`config.mk`:
```
export PLATFORM = sky130hd
export DESIGN_NAME = serial_chunk_adder_flat
export DESIGN_NICKNAME = d
export VERILOG_FILES = /design/src/rtl/serial_chunk_adder_if.sv /design/src/rtl/serial_chunk_adder.sv /design/src/flat_wrapper.sv
export SDC_FILE = /design/constraint.sdc
export NUM_CORES = 1
export LEC_CHECK = 0
export ABC_AREA = 1
export BUFFER_PORTS_ARGS = -buffer_cell sky130_fd_sc_hd__buf_2
export CORE_AREA = 2 2 109 111
export DETAILED_ROUTE_END_ITERATION = 12
export DIE_AREA = 0 0 111 113
export GPL_TIMING_DRIVEN = 0
export HOLD_SLACK_MARGIN = 0.08
export PLACE_DENSITY = 0.77
export SLEW_MARGIN = 20
export SYNTH_ARGS = -nofsm -noshare
export SYNTH_HDL_FRONTEND = slang
export SYNTH_SLANG_ARGS = --single-unit
```
`constraint.sdc`:
```
create_clock -name clk -period 3.5 [get_ports clk]
set_clock_uncertainty 0.2 [all_clocks]
set_input_delay 0.35 -clock clk [delete_from_list [all_inputs] [get_ports clk]]
set_output_delay 0.35 -clock clk [all_outputs]
set_load 0.05 [all_outputs]
```
`src/rtl/serial_chunk_adder_if.sv`:
```
// serial_chunk_adder_if: operand and result channels of the chunked add/subtract unit.
//
// Handshake: a transfer happens on a rising clk edge where valid && ready are both
// high. A producer holds valid and its payload stable until that edge. A consumer may
// raise ready before, after or together with valid. The operand channel (in_*) flows
// master -> slave and the result channel (out_*, sum, cout, ovf) flows slave -> master.
interface serial_chunk_adder_if #(
   parameter int WIDTH = 32
);
   // operand channel
   logic             in_valid;
   logic             in_ready;
   logic [WIDTH-1:0] a;
   logic [WIDTH-1:0] b;
   logic             cin;
   logic             sub;
   // result channel
   logic             out_valid;
   logic             out_ready;
   logic [WIDTH-1:0] sum;
   logic             cout;
   logic             ovf;

   // operand producer / result consumer side
   modport master (
      output in_valid, a, b, cin, sub, out_ready,
      input  in_ready, out_valid, sum, cout, ovf
   );

   // the adder itself
   modport slave (
      input  in_valid, a, b, cin, sub, out_ready,
      output in_ready, out_valid, sum, cout, ovf
   );
endinterface

```
`src/rtl/serial_chunk_adder.sv`:
```
// serial_chunk_adder: WIDTH-bit add/subtract that walks the operands CHUNK bits per
// clock, LSB chunk first, through a registered carry. One operation is in flight at a
// time: IDLE (accept operands) -> RUN (N chunk cycles) -> DONE (hold result) -> IDLE.
// Subtraction is a + ~b + ~cin, so cout=1 means "no borrow".
module serial_chunk_adder #(
   parameter int WIDTH = 32,
   parameter int CHUNK = 4
) (
   input  logic                clk,
   input  logic                rst_n,
   serial_chunk_adder_if.slave bus,
   output logic [1:0]          state_dbg   // 0 IDLE, 1 RUN, 2 DONE
);

   localparam int N  = WIDTH / CHUNK;
   localparam int CW = (N > 1) ? $clog2(N) : 1;
   localparam logic [CW-1:0] K_LAST = CW'(N - 1);

   // A partial final chunk would silently drop operand bits, so refuse to build.
   generate
      if ((WIDTH % CHUNK) != 0) begin : g_bad_chunk
         $error("serial_chunk_adder: WIDTH %0d is not a multiple of CHUNK %0d", WIDTH, CHUNK);
      end
   endgenerate

   typedef enum logic [1:0] {
      S_IDLE = 2'd0,
      S_RUN  = 2'd1,
      S_DONE = 2'd2
   } state_t;

   state_t           state_q, state_d;

   // operands as latched at acceptance; b_q already holds ~b for subtraction
   logic [WIDTH-1:0] a_q;
   logic [WIDTH-1:0] b_q;
   logic [WIDTH-1:0] part_q;     // chunks of the result produced so far
   logic             carry_q;    // carry into the chunk being processed
   logic [CW-1:0]    k_q;        // index of the chunk being processed

   // published result, changes only on entry to DONE
   logic [WIDTH-1:0] sum_q;
   logic             cout_q;
   logic             ovf_q;

   logic             in_ready_c;
   logic             out_valid_c;
   logic             accept;
   logic             last;

   logic [CHUNK-1:0] a_chunk;
   logic [CHUNK-1:0] b_chunk;
   logic [CHUNK:0]   slice;
   logic [CHUNK-1:0] s_chunk;
   logic             c_top;      // carry out of the current chunk
   logic             c_msb;      // carry into the top bit of the current chunk
   logic [WIDTH-1:0] full_sum;

   // State register.
   always_ff @(posedge clk or negedge rst_n) begin
      if (!rst_n) begin
         state_q <= S_IDLE;
      end else begin
         state_q <= state_d;
      end
   end

   // Next state and handshake outputs; ready/valid are pure functions of the state.
   always_comb begin
      state_d     = state_q;
      in_ready_c  = 1'b0;
      out_valid_c = 1'b0;
      case (state_q)
         S_IDLE: begin
            in_ready_c = 1'b1;
            if (bus.in_valid) begin
               state_d = S_RUN;
            end
         end
         S_RUN: begin
            if (last) begin
               state_d = S_DONE;
            end
         end
         S_DONE: begin
            out_valid_c = 1'b1;
            if (bus.out_ready) begin
               state_d = S_IDLE;
            end
         end
         default: begin
            state_d = S_IDLE;
         end
      endcase
   end

   assign accept = bus.in_valid && in_ready_c;
   assign last   = (k_q == K_LAST);

   // One CHUNK-bit slice adder; the carry into its top bit gives signed overflow on the
   // final chunk without a second adder.
   always_comb begin
      a_chunk  = a_q[int'(k_q) * CHUNK +: CHUNK];
      b_chunk  = b_q[int'(k_q) * CHUNK +: CHUNK];
      slice    = {1'b0, a_chunk} + {1'b0, b_chunk} + {{CHUNK{1'b0}}, carry_q};
      s_chunk  = slice[CHUNK-1:0];
      c_top    = slice[CHUNK];
      c_msb    = a_chunk[CHUNK-1] ^ b_chunk[CHUNK-1] ^ s_chunk[CHUNK-1];
      full_sum = part_q;
      full_sum[(N-1) * CHUNK +: CHUNK] = s_chunk;
   end

   // Operand capture at acceptance, chunk-by-chunk accumulation in RUN, result publish
   // on the last chunk. The published result is untouched in IDLE and RUN.
   always_ff @(posedge clk or negedge rst_n) begin
      if (!rst_n) begin
         a_q     <= '0;
         b_q     <= '0;
         part_q  <= '0;
         carry_q <= 1'b0;
         k_q     <= '0;
         sum_q   <= '0;
         cout_q  <= 1'b0;
         ovf_q   <= 1'b0;
      end else begin
         case (state_q)
            S_IDLE: begin
               if (accept) begin
                  a_q     <= bus.a;
                  b_q     <= bus.sub ? ~bus.b : bus.b;
                  carry_q <= bus.sub ? ~bus.cin : bus.cin;
                  k_q     <= '0;
               end
            end
            S_RUN: begin
               part_q[int'(k_q) * CHUNK +: CHUNK] <= s_chunk;
               carry_q <= c_top;
               if (last) begin
                  k_q    <= '0;
                  sum_q  <= full_sum;
                  cout_q <= c_top;
                  ovf_q  <= c_msb ^ c_top;
               end else begin
                  k_q <= k_q + 1'b1;
               end
            end
            default: begin
            end
         endcase
      end
   end

   assign bus.in_ready  = in_ready_c;
   assign bus.out_valid = out_valid_c;
   assign bus.sum       = sum_q;
   assign bus.cout      = cout_q;
   assign bus.ovf       = ovf_q;
   assign state_dbg     = state_q;

endmodule

```
`src/flat_wrapper.sv`:
```
// flat-port wrapper written by rule: the top's interface ports become plain ports
module serial_chunk_adder_flat 
#(
   parameter int WIDTH = 32,
   parameter int CHUNK = 4
)
  (clk, rst_n, state_dbg, bus_in_valid, bus_a, bus_b, bus_cin, bus_sub, bus_out_ready, bus_in_ready, bus_out_valid, bus_sum, bus_cout, bus_ovf);
  serial_chunk_adder_if #(.WIDTH(WIDTH)) bus_i ();
  input  logic clk;
  input  logic rst_n;
  output logic [1:0] state_dbg;
  input wire logic [$bits(bus_i.in_valid)-1:0] bus_in_valid;
  input wire logic [$bits(bus_i.a)-1:0] bus_a;
  input wire logic [$bits(bus_i.b)-1:0] bus_b;
  input wire logic [$bits(bus_i.cin)-1:0] bus_cin;
  input wire logic [$bits(bus_i.sub)-1:0] bus_sub;
  input wire logic [$bits(bus_i.out_ready)-1:0] bus_out_ready;
  output wire logic [$bits(bus_i.in_ready)-1:0] bus_in_ready;
  output wire logic [$bits(bus_i.out_valid)-1:0] bus_out_valid;
  output wire logic [$bits(bus_i.sum)-1:0] bus_sum;
  output wire logic [$bits(bus_i.cout)-1:0] bus_cout;
  output wire logic [$bits(bus_i.ovf)-1:0] bus_ovf;
  assign bus_i.in_valid = bus_in_valid;
  assign bus_i.a = bus_a;
  assign bus_i.b = bus_b;
  assign bus_i.cin = bus_cin;
  assign bus_i.sub = bus_sub;
  assign bus_i.out_ready = bus_out_ready;
  assign bus_in_ready = bus_i.in_ready;
  assign bus_out_valid = bus_i.out_valid;
  assign bus_sum = bus_i.sum;
  assign bus_cout = bus_i.cout;
  assign bus_ovf = bus_i.ovf;
  serial_chunk_adder #(.WIDTH(WIDTH), .CHUNK(CHUNK)) u_core (.clk(clk), .rst_n(rst_n), .bus(bus_i), .state_dbg(state_dbg));
endmodule
```
==> run metrics, run 1 <==
status=finished, final reports clean; RSZ-0062 raised after global routing=false; vias per cell=roughly 5.3; Overflow after GRT=0; Starting Density=0.541; Synth Register Bits=132; vias in the first global route=~5700; internal power=about 4.7 mW; Synth top area share=0.542; placed cell areas=roughly 6800 µm²; syn_area_per_cell=8.41 µm²; total CTS buffers=17; final instance area=8160 µm²; worst reg2reg path depth=15; Antenna Diode Count=0; Rel. slew slack=0.625; routed wire length=between 15000 and 20000 µm; Root Buffer=clkbuf_16; Clock Latency Late Sink=about 0.43 ns; Slew Limit Fails=0; final hold violations=0; layout cells sized above 1=0.195; die height=113 µm; Setup-failing EPs final=0; Routed WL per cell=approximately 16 µm; MaxCap Viol Count=0; TritonCTS clock tree=done; Crit. End Element=register; Clock power frac=0.229; Seq pwr share=0.296; Setup Buffers After CTS=0; buffers added on ports=around 110; critical path class=register to register; CTS H-tree depth=4; Final period util=0.950; pwr/cell area=approximately 1100 nW/µm²; worst-margin pin slew=~0.56 ns; Worst Hold Depth=3; I/O Pins=between 100 and 150; top cells by count, synth=246 x nand2_1, 132 x dfrtp_1, 94 x o21ai_0; CP Max Fanout=10; Die W=about 110 µm; EDFF count, synth=0; DIE AREA=roughly 13000 µm²; DRT Pass-1 Iters=5; # DRC=0; Detail Placement HPWL=approximately 11000 µm; WP data required=between 3 and 4 ns; Longest Clk Path Bufs=2; Rows=39; Post-synth ARST share=1.00; Worst EP arrival=about 3.5 ns; Syn. warnings=0; static leakage=about 4.1 nW; Synth area leader=dfrtp_1; setup TNS=0 ns; Netlist cell types=26; core area=11300 µm²; count leader, synth=nand2_1; largest net degree at the start of global routing=86; Area contributors post-synth=dfrtp_1 54%, nand2_1 15%, o21ai_0 7.7%; FMAX=around 0.3 GHz; Final Util=0.724; total clock sinks=approximately 130; NetSw=between 3 and 4 mW; first-pass GRT wire length=approximately 27000 µm; Syn Inst Count=between 700 and 800; Syn Std Cell Area=6100 µm²; 1st-iter DRT viols=a little under 600; Tot GR Track Use=0.274; post-synthesis sequential area ratio=0.542; Worst-path clk slew=roughly 0.06 ns; combinational share of power=0.476; Layout Area Growth over Synthesis=33.8%; switching share of total power=0.458; post-layout min period=between 3 and 4 ns; ys flop type=dfrtp_1; Final nets=slightly below 1000; Vias=5684; type of the tightest min-delay check=input pin to register; post-route ant nets=0; crit path launch type=register; Syn Nets=804; Max VDD drop=0.623 mV; GP Congestion=0.929; initial antenna violation count=0
-- power groups by stage --
stage	combinational [mW]	sequential, mW	clock, mW
finish	4.10	2.55	1.97
CTS	3.96	2.53	1.97
floorplan	2.28	3.00	0
detailed placement	3.87	2.54	0
global placement	3.75	2.51	0
global route	4.46	2.61	2.04
-- layout make-up --
cell class                      count  area (µm²)
Buffer                             38         183
Inverter                           47         176
Clock inverter                     15         228
Fill cell                         782        3110
Timing Repair Buffer              172        1210
Multi-Input combinational cell    508        2450
Sequential cell                   132        3300
Clock buffer                       17         425
Tap cell                          143         179
-- placed cells by master (no fill, tap or decap), types with 3 or more instances in the layout --
cell type      instances
buf_2                123
bufinv_16              5
clkbuf_1              13
clkbuf_16             17
clkbuf_2               5
clkinv_4               3
dfrtp_1              132
dlygate4sd3_1         65
ha_1                   7
inv_1                 40
inv_2                  7
inv_6                  3
nand2_1              246
nand3_1               13
nand4_1                6
nor2_1                46
nor2_2                 6
nor3_1                 3
o21ai_0               94
o21ai_1               29
o22ai_1               14
xnor2_1               33
-- flip-flops by register name, indices dropped and copies added (netlist names) --
register,flops
u_core.bus.cout,1
u_core.part_q,28
u_core.b_q,32
u_core.a_q,32
u_core.carry_q,1
u_core.state_dbg,2
u_core.k_q,3
u_core.bus.ovf,1
u_core.bus.sum,32
-- stage by stage --
stage          total power, mW  hold WS, ns  instances  worst slack (ns)
2_1_floorplan             5.28       -0.146        725             0.774
3_3_place_gp              6.27        0.250        974             0.249
4_1_cts                   8.46       0.0867       1072             0.100
3_5_place_dp              6.41        0.108        975             0.159
5_1_grt                   9.10       0.0911       1072            0.0341
6_report                  8.61       0.0838       1072             0.174
-- worst max-delay path: stages, from the launching register on --
cell and delay, ns:
dfrtp_1 0.37, buf_2 0.18, inv_2 0.15, buf_2 0.26, o21ai_0 0.15, o22ai_1 0.20, nand2_1 0.10, nand2_1 0.11
fa_1 0.21, inv_1 0.07, fa_1 0.49, xnor2_2 0.22, nand2_1 0.11, nor2_1 0.23, nand2_1 0.09, o21ai_0 0.09
-- layer usage --
| layer | GRT usage | up-vias | wire length, µm |
|---|---|---|---|
| met5 | 0 | - | 0 |
| met3 | 0.0562 | 58 | 1010 |
| met4 | 0.138 | 0 | 546 |
| met2 | 0.478 | 253 | 8530 |
| met1 | 0.323 | 2668 | 6800 |
| li1 | - | 2705 | - |
-- final timing paths --
| check | startpoint | to | slack (ns) |
|---|---|---|---|
| max | u_core.k_q[1] | u_core.part_q[6] | 0.17 |
| min | bus_b[0] | u_core.b_q[0] | 0.08 |
| max reg2reg | u_core.k_q[1] | u_core.part_q[6] | 0.17 |
| min reg2reg | u_core.bus.sum[0] | u_core.bus.sum[0] | 0.27 |
| max in group asynchronous | rst_n | u_core.a_q[8] | 2.12 |
| min in group asynchronous | rst_n | u_core.part_q[13] | 0.23 |
-- what timing repair did --
| item | CTS | global route |
|---|---|---|
| hold buffers | 65 | 0 |
| hold endpoints to repair | 111 | 0 |
| gates resized for setup | 0 | 11 |
| setup endpoints to repair | 0 | 9 |
-- logic make-up (layout without fill, tap and decap cells) --
kind of cell	Yosys count	in the layout	synth area share
AOI/OAI and AO/OA	142	142	0.121
xor gates and xnor gates	34	34	0.0488
adders and majority gates	9	9	0.0209
buffers and inverters	85	289	0.0579
DFF	132	132	0.542
and+or+nand+nor	323	323	0.210
No activity file was read; power rests on OpenSTA's default activity.
==> run 2, diff against run 1 <==
--- a/config.mk
+++ b/config.mk
@@ -7,6 +7,7 @@
 export LEC_CHECK = 0
 export ABC_AREA = 1
 export BUFFER_PORTS_ARGS = -buffer_cell sky130_fd_sc_hd__buf_2
+export CAP_MARGIN = 40
 export CORE_AREA = 2 2 109 111
 export DETAILED_ROUTE_END_ITERATION = 12
 export DIE_AREA = 0 0 111 113
==> constraint.sdc (replaced) <==
create_clock -name clk -period 3.5 [get_ports clk]
set_clock_uncertainty 0.2 [all_clocks]
set_input_delay 0.175 -clock clk [delete_from_list [all_inputs] [get_ports clk]]
set_output_delay 0.175 -clock clk [all_outputs]
set_load 0.1 [all_outputs]
==> run 2 against run 1 <==
  * Utilization up 0.81 points
  * Flip-flop and latch count unchanged
  * Die area unchanged
  * Clock-buffer cell count unchanged
  * Power up 6.7%
  * Clock power about the same
  * Hold slack better by 0.11 ns
  * Critical path depth down 1
  * Critical endpoint unchanged
  * Highest routed layer unchanged
==> run metrics, run 2 (synthesis results as in run 1) <==
largest net degree at the start of global routing=86 (unchanged); setup TNS=0 ns (unchanged); total CTS buffers=17 (unchanged); TritonCTS clock tree=done; type of the tightest min-delay check=input pin to register; status=finished, final reports clean; Overflow after GRT=0 (unchanged); Worst EP arrival=3.46 ns (about the same); vias per cell=5.26 (-0.82%); Starting Density=0.541 (unchanged); R2R Path Start=u_core.k_q[0]; Clock power frac=0.214 (-0.015); MaxCap Viol Count=0 (unchanged); 1st-iter DRT viols=550 (-5.2%); final hold violations=0 (unchanged); Slew Limit Fails=0 (unchanged); Worst-path clk slew=0.06 ns (about the same); worst-case hold slack=0.193 ns (+0.109 ns); buffers added on ports=106 (unchanged); Crit. End Element=register; RSZ-0062 raised after global routing=false; die height=113 µm (unchanged); layout cells sized above 1=0.192 (-0.00294); worst reg2reg path depth=14 (-1); worst-margin pin slew=0.498 ns (-0.0644 ns); post-layout min period=3.32 ns (-0.00499 ns); Setup crit start=u_core.k_q[0]; first-pass GRT wire length=27700 µm (+1.5%); post-route ant nets=0 (unchanged); setup slack, reg-to-reg=0.18 ns (about the same); Longest Clk Path Bufs=2 (unchanged); min-delay src=bus_sub; initial antenna violation count=0 (unchanged); Worst Setup EP=u_core.part_q[6]; Setup Buffers After CTS=0 (unchanged); commonest non-fill, non-tap cell in the layout=nand2_1; Final period util=0.949 (-0.00142); NetSw=4.54 mW (+15%); core area=11300 µm² (unchanged); # DRC=0 (unchanged); Tot GR Track Use=0.281 (+0.00694); Layout Area Growth over Synthesis=35.3%; routed wire length=17200 µm (+2.1%); pwr/cell area=1110 nW/µm² (+5.5%); CP Max Fanout=10 (unchanged); Detail Placement HPWL=10900 µm (unchanged); most frequent cells in the layout=246 x nand2_1, 132 x dfrtp_1, 123 x buf_2, 94 x o21ai_0, 73 x dlygate4sd3_1; WP data required=3.64 ns (about the same); Seq pwr share=0.277 (-0.019); worst reg2reg path endpoint=u_core.part_q[6]; Final nets=1004 (+0.90%); Setup-failing EPs final=0 (unchanged); FMAX=0.301 GHz (+0.15%); static leakage=4.17 nW (+0.70%); Vias=5685 (+0.018%); Routed WL per cell=15.9 µm (+1.2%); internal power=4.65 mW (-0.43%); critical path class=register to register; crit path launch type=register; Rows=39 (unchanged); final cell count without fillers=1081 (+0.84%); Clock Latency Late Sink=0.43 ns (about the same); total clock sinks=132 (unchanged); DIE AREA=12500 µm² (unchanged); Root Buffer=clkbuf_16; placed insts=975 (unchanged); DRT Pass-1 Iters=5 (unchanged); combinational share of power=0.509 (+0.033); Max VDD drop=0.880 mV (+41%); CTS H-tree depth=4 (unchanged); switching share of total power=0.494 (+0.0363); Rel. slew slack=0.668 (+0.0430); vias in the first global route=5794 (+1.4%); GP Congestion=0.929 (unchanged); Die W=111 µm (unchanged); Antenna Diode Count=0 (unchanged); I/O Pins=108 (unchanged)
-- run 2: power by group through the flow --
stage	sequential [mW]	clock, mW	combinational (mW)
6_report	2.54	1.97	4.68
5_1_grt	2.60	2.04	5.05
3_5_place_dp	2.54	0	4.49
2_1_floorplan	3.59	0	2.31
3_3_place_gp	2.51	0	4.38
4_1_cts	2.53	1.97	4.60
-- run 2: final cells by class --
cell class	count	area, µm²
Clock inverter	15	228
Buffer	38	181
Tap cell	143	179
Sequential cell	132	3300
Fill cell	774	3020
Inverter	47	176
Clock buffer	17	425
Multi-Input combinational cell	508	2440
Timing Repair Buffer	181	1320
-- run 2: stage by stage --
stage               worst slack [ns]  cell area, µm²  power [mW]   util
detailed placement             0.159            6840        7.04  0.607
finish                         0.179            8250        9.19  0.732
global placement               0.259            6810        6.90  0.604
floorplan                      0.135            6100        5.90      -
global route                  0.0167            8250        9.69  0.732
CTS                            0.100            8250        9.10  0.731
-- run 2: worst min path at each step --
stage	cells after the start	end
3_3_place_gp	2	u_core.state_dbg[1]
4_1_cts	4	u_core.state_dbg[0]
2_1_floorplan	0	u_core.a_q[0]
3_5_place_dp	1	u_core.bus.sum[17]
6_report	4	u_core.b_q[23]
5_1_grt	4	u_core.b_q[21]
-- run 2: timing repair --
action                     in CTS  in global routing
hold buffers                   74                  0
setup endpoints to repair       0                  8
hold endpoints to repair      198                  0
gates resized for setup         0                  8
-- run 2: metal layers --
layer,vias to the layer above,global-route usage,routed length [µm]
met5,-,0,0
met4,0,0.135,531
met3,55,0.0530,937
met2,224,0.502,8900
met1,2689,0.327,6870
li1,2717,-,-
-- run 2: worst max-delay path: stages (launching register included) --
cell      delay (ns)
dfrtp_1         0.41
inv_2           0.16
clkbuf_1        0.40
o21ai_0         0.14
o22ai_1         0.17
nand2_1         0.09
nand2_1         0.11
fa_1            0.21
inv_1           0.07
fa_1            0.46
xnor2_1         0.28
nand2_1         0.13
nor2_1          0.23
nand2_1         0.09
o21ai_0         0.09
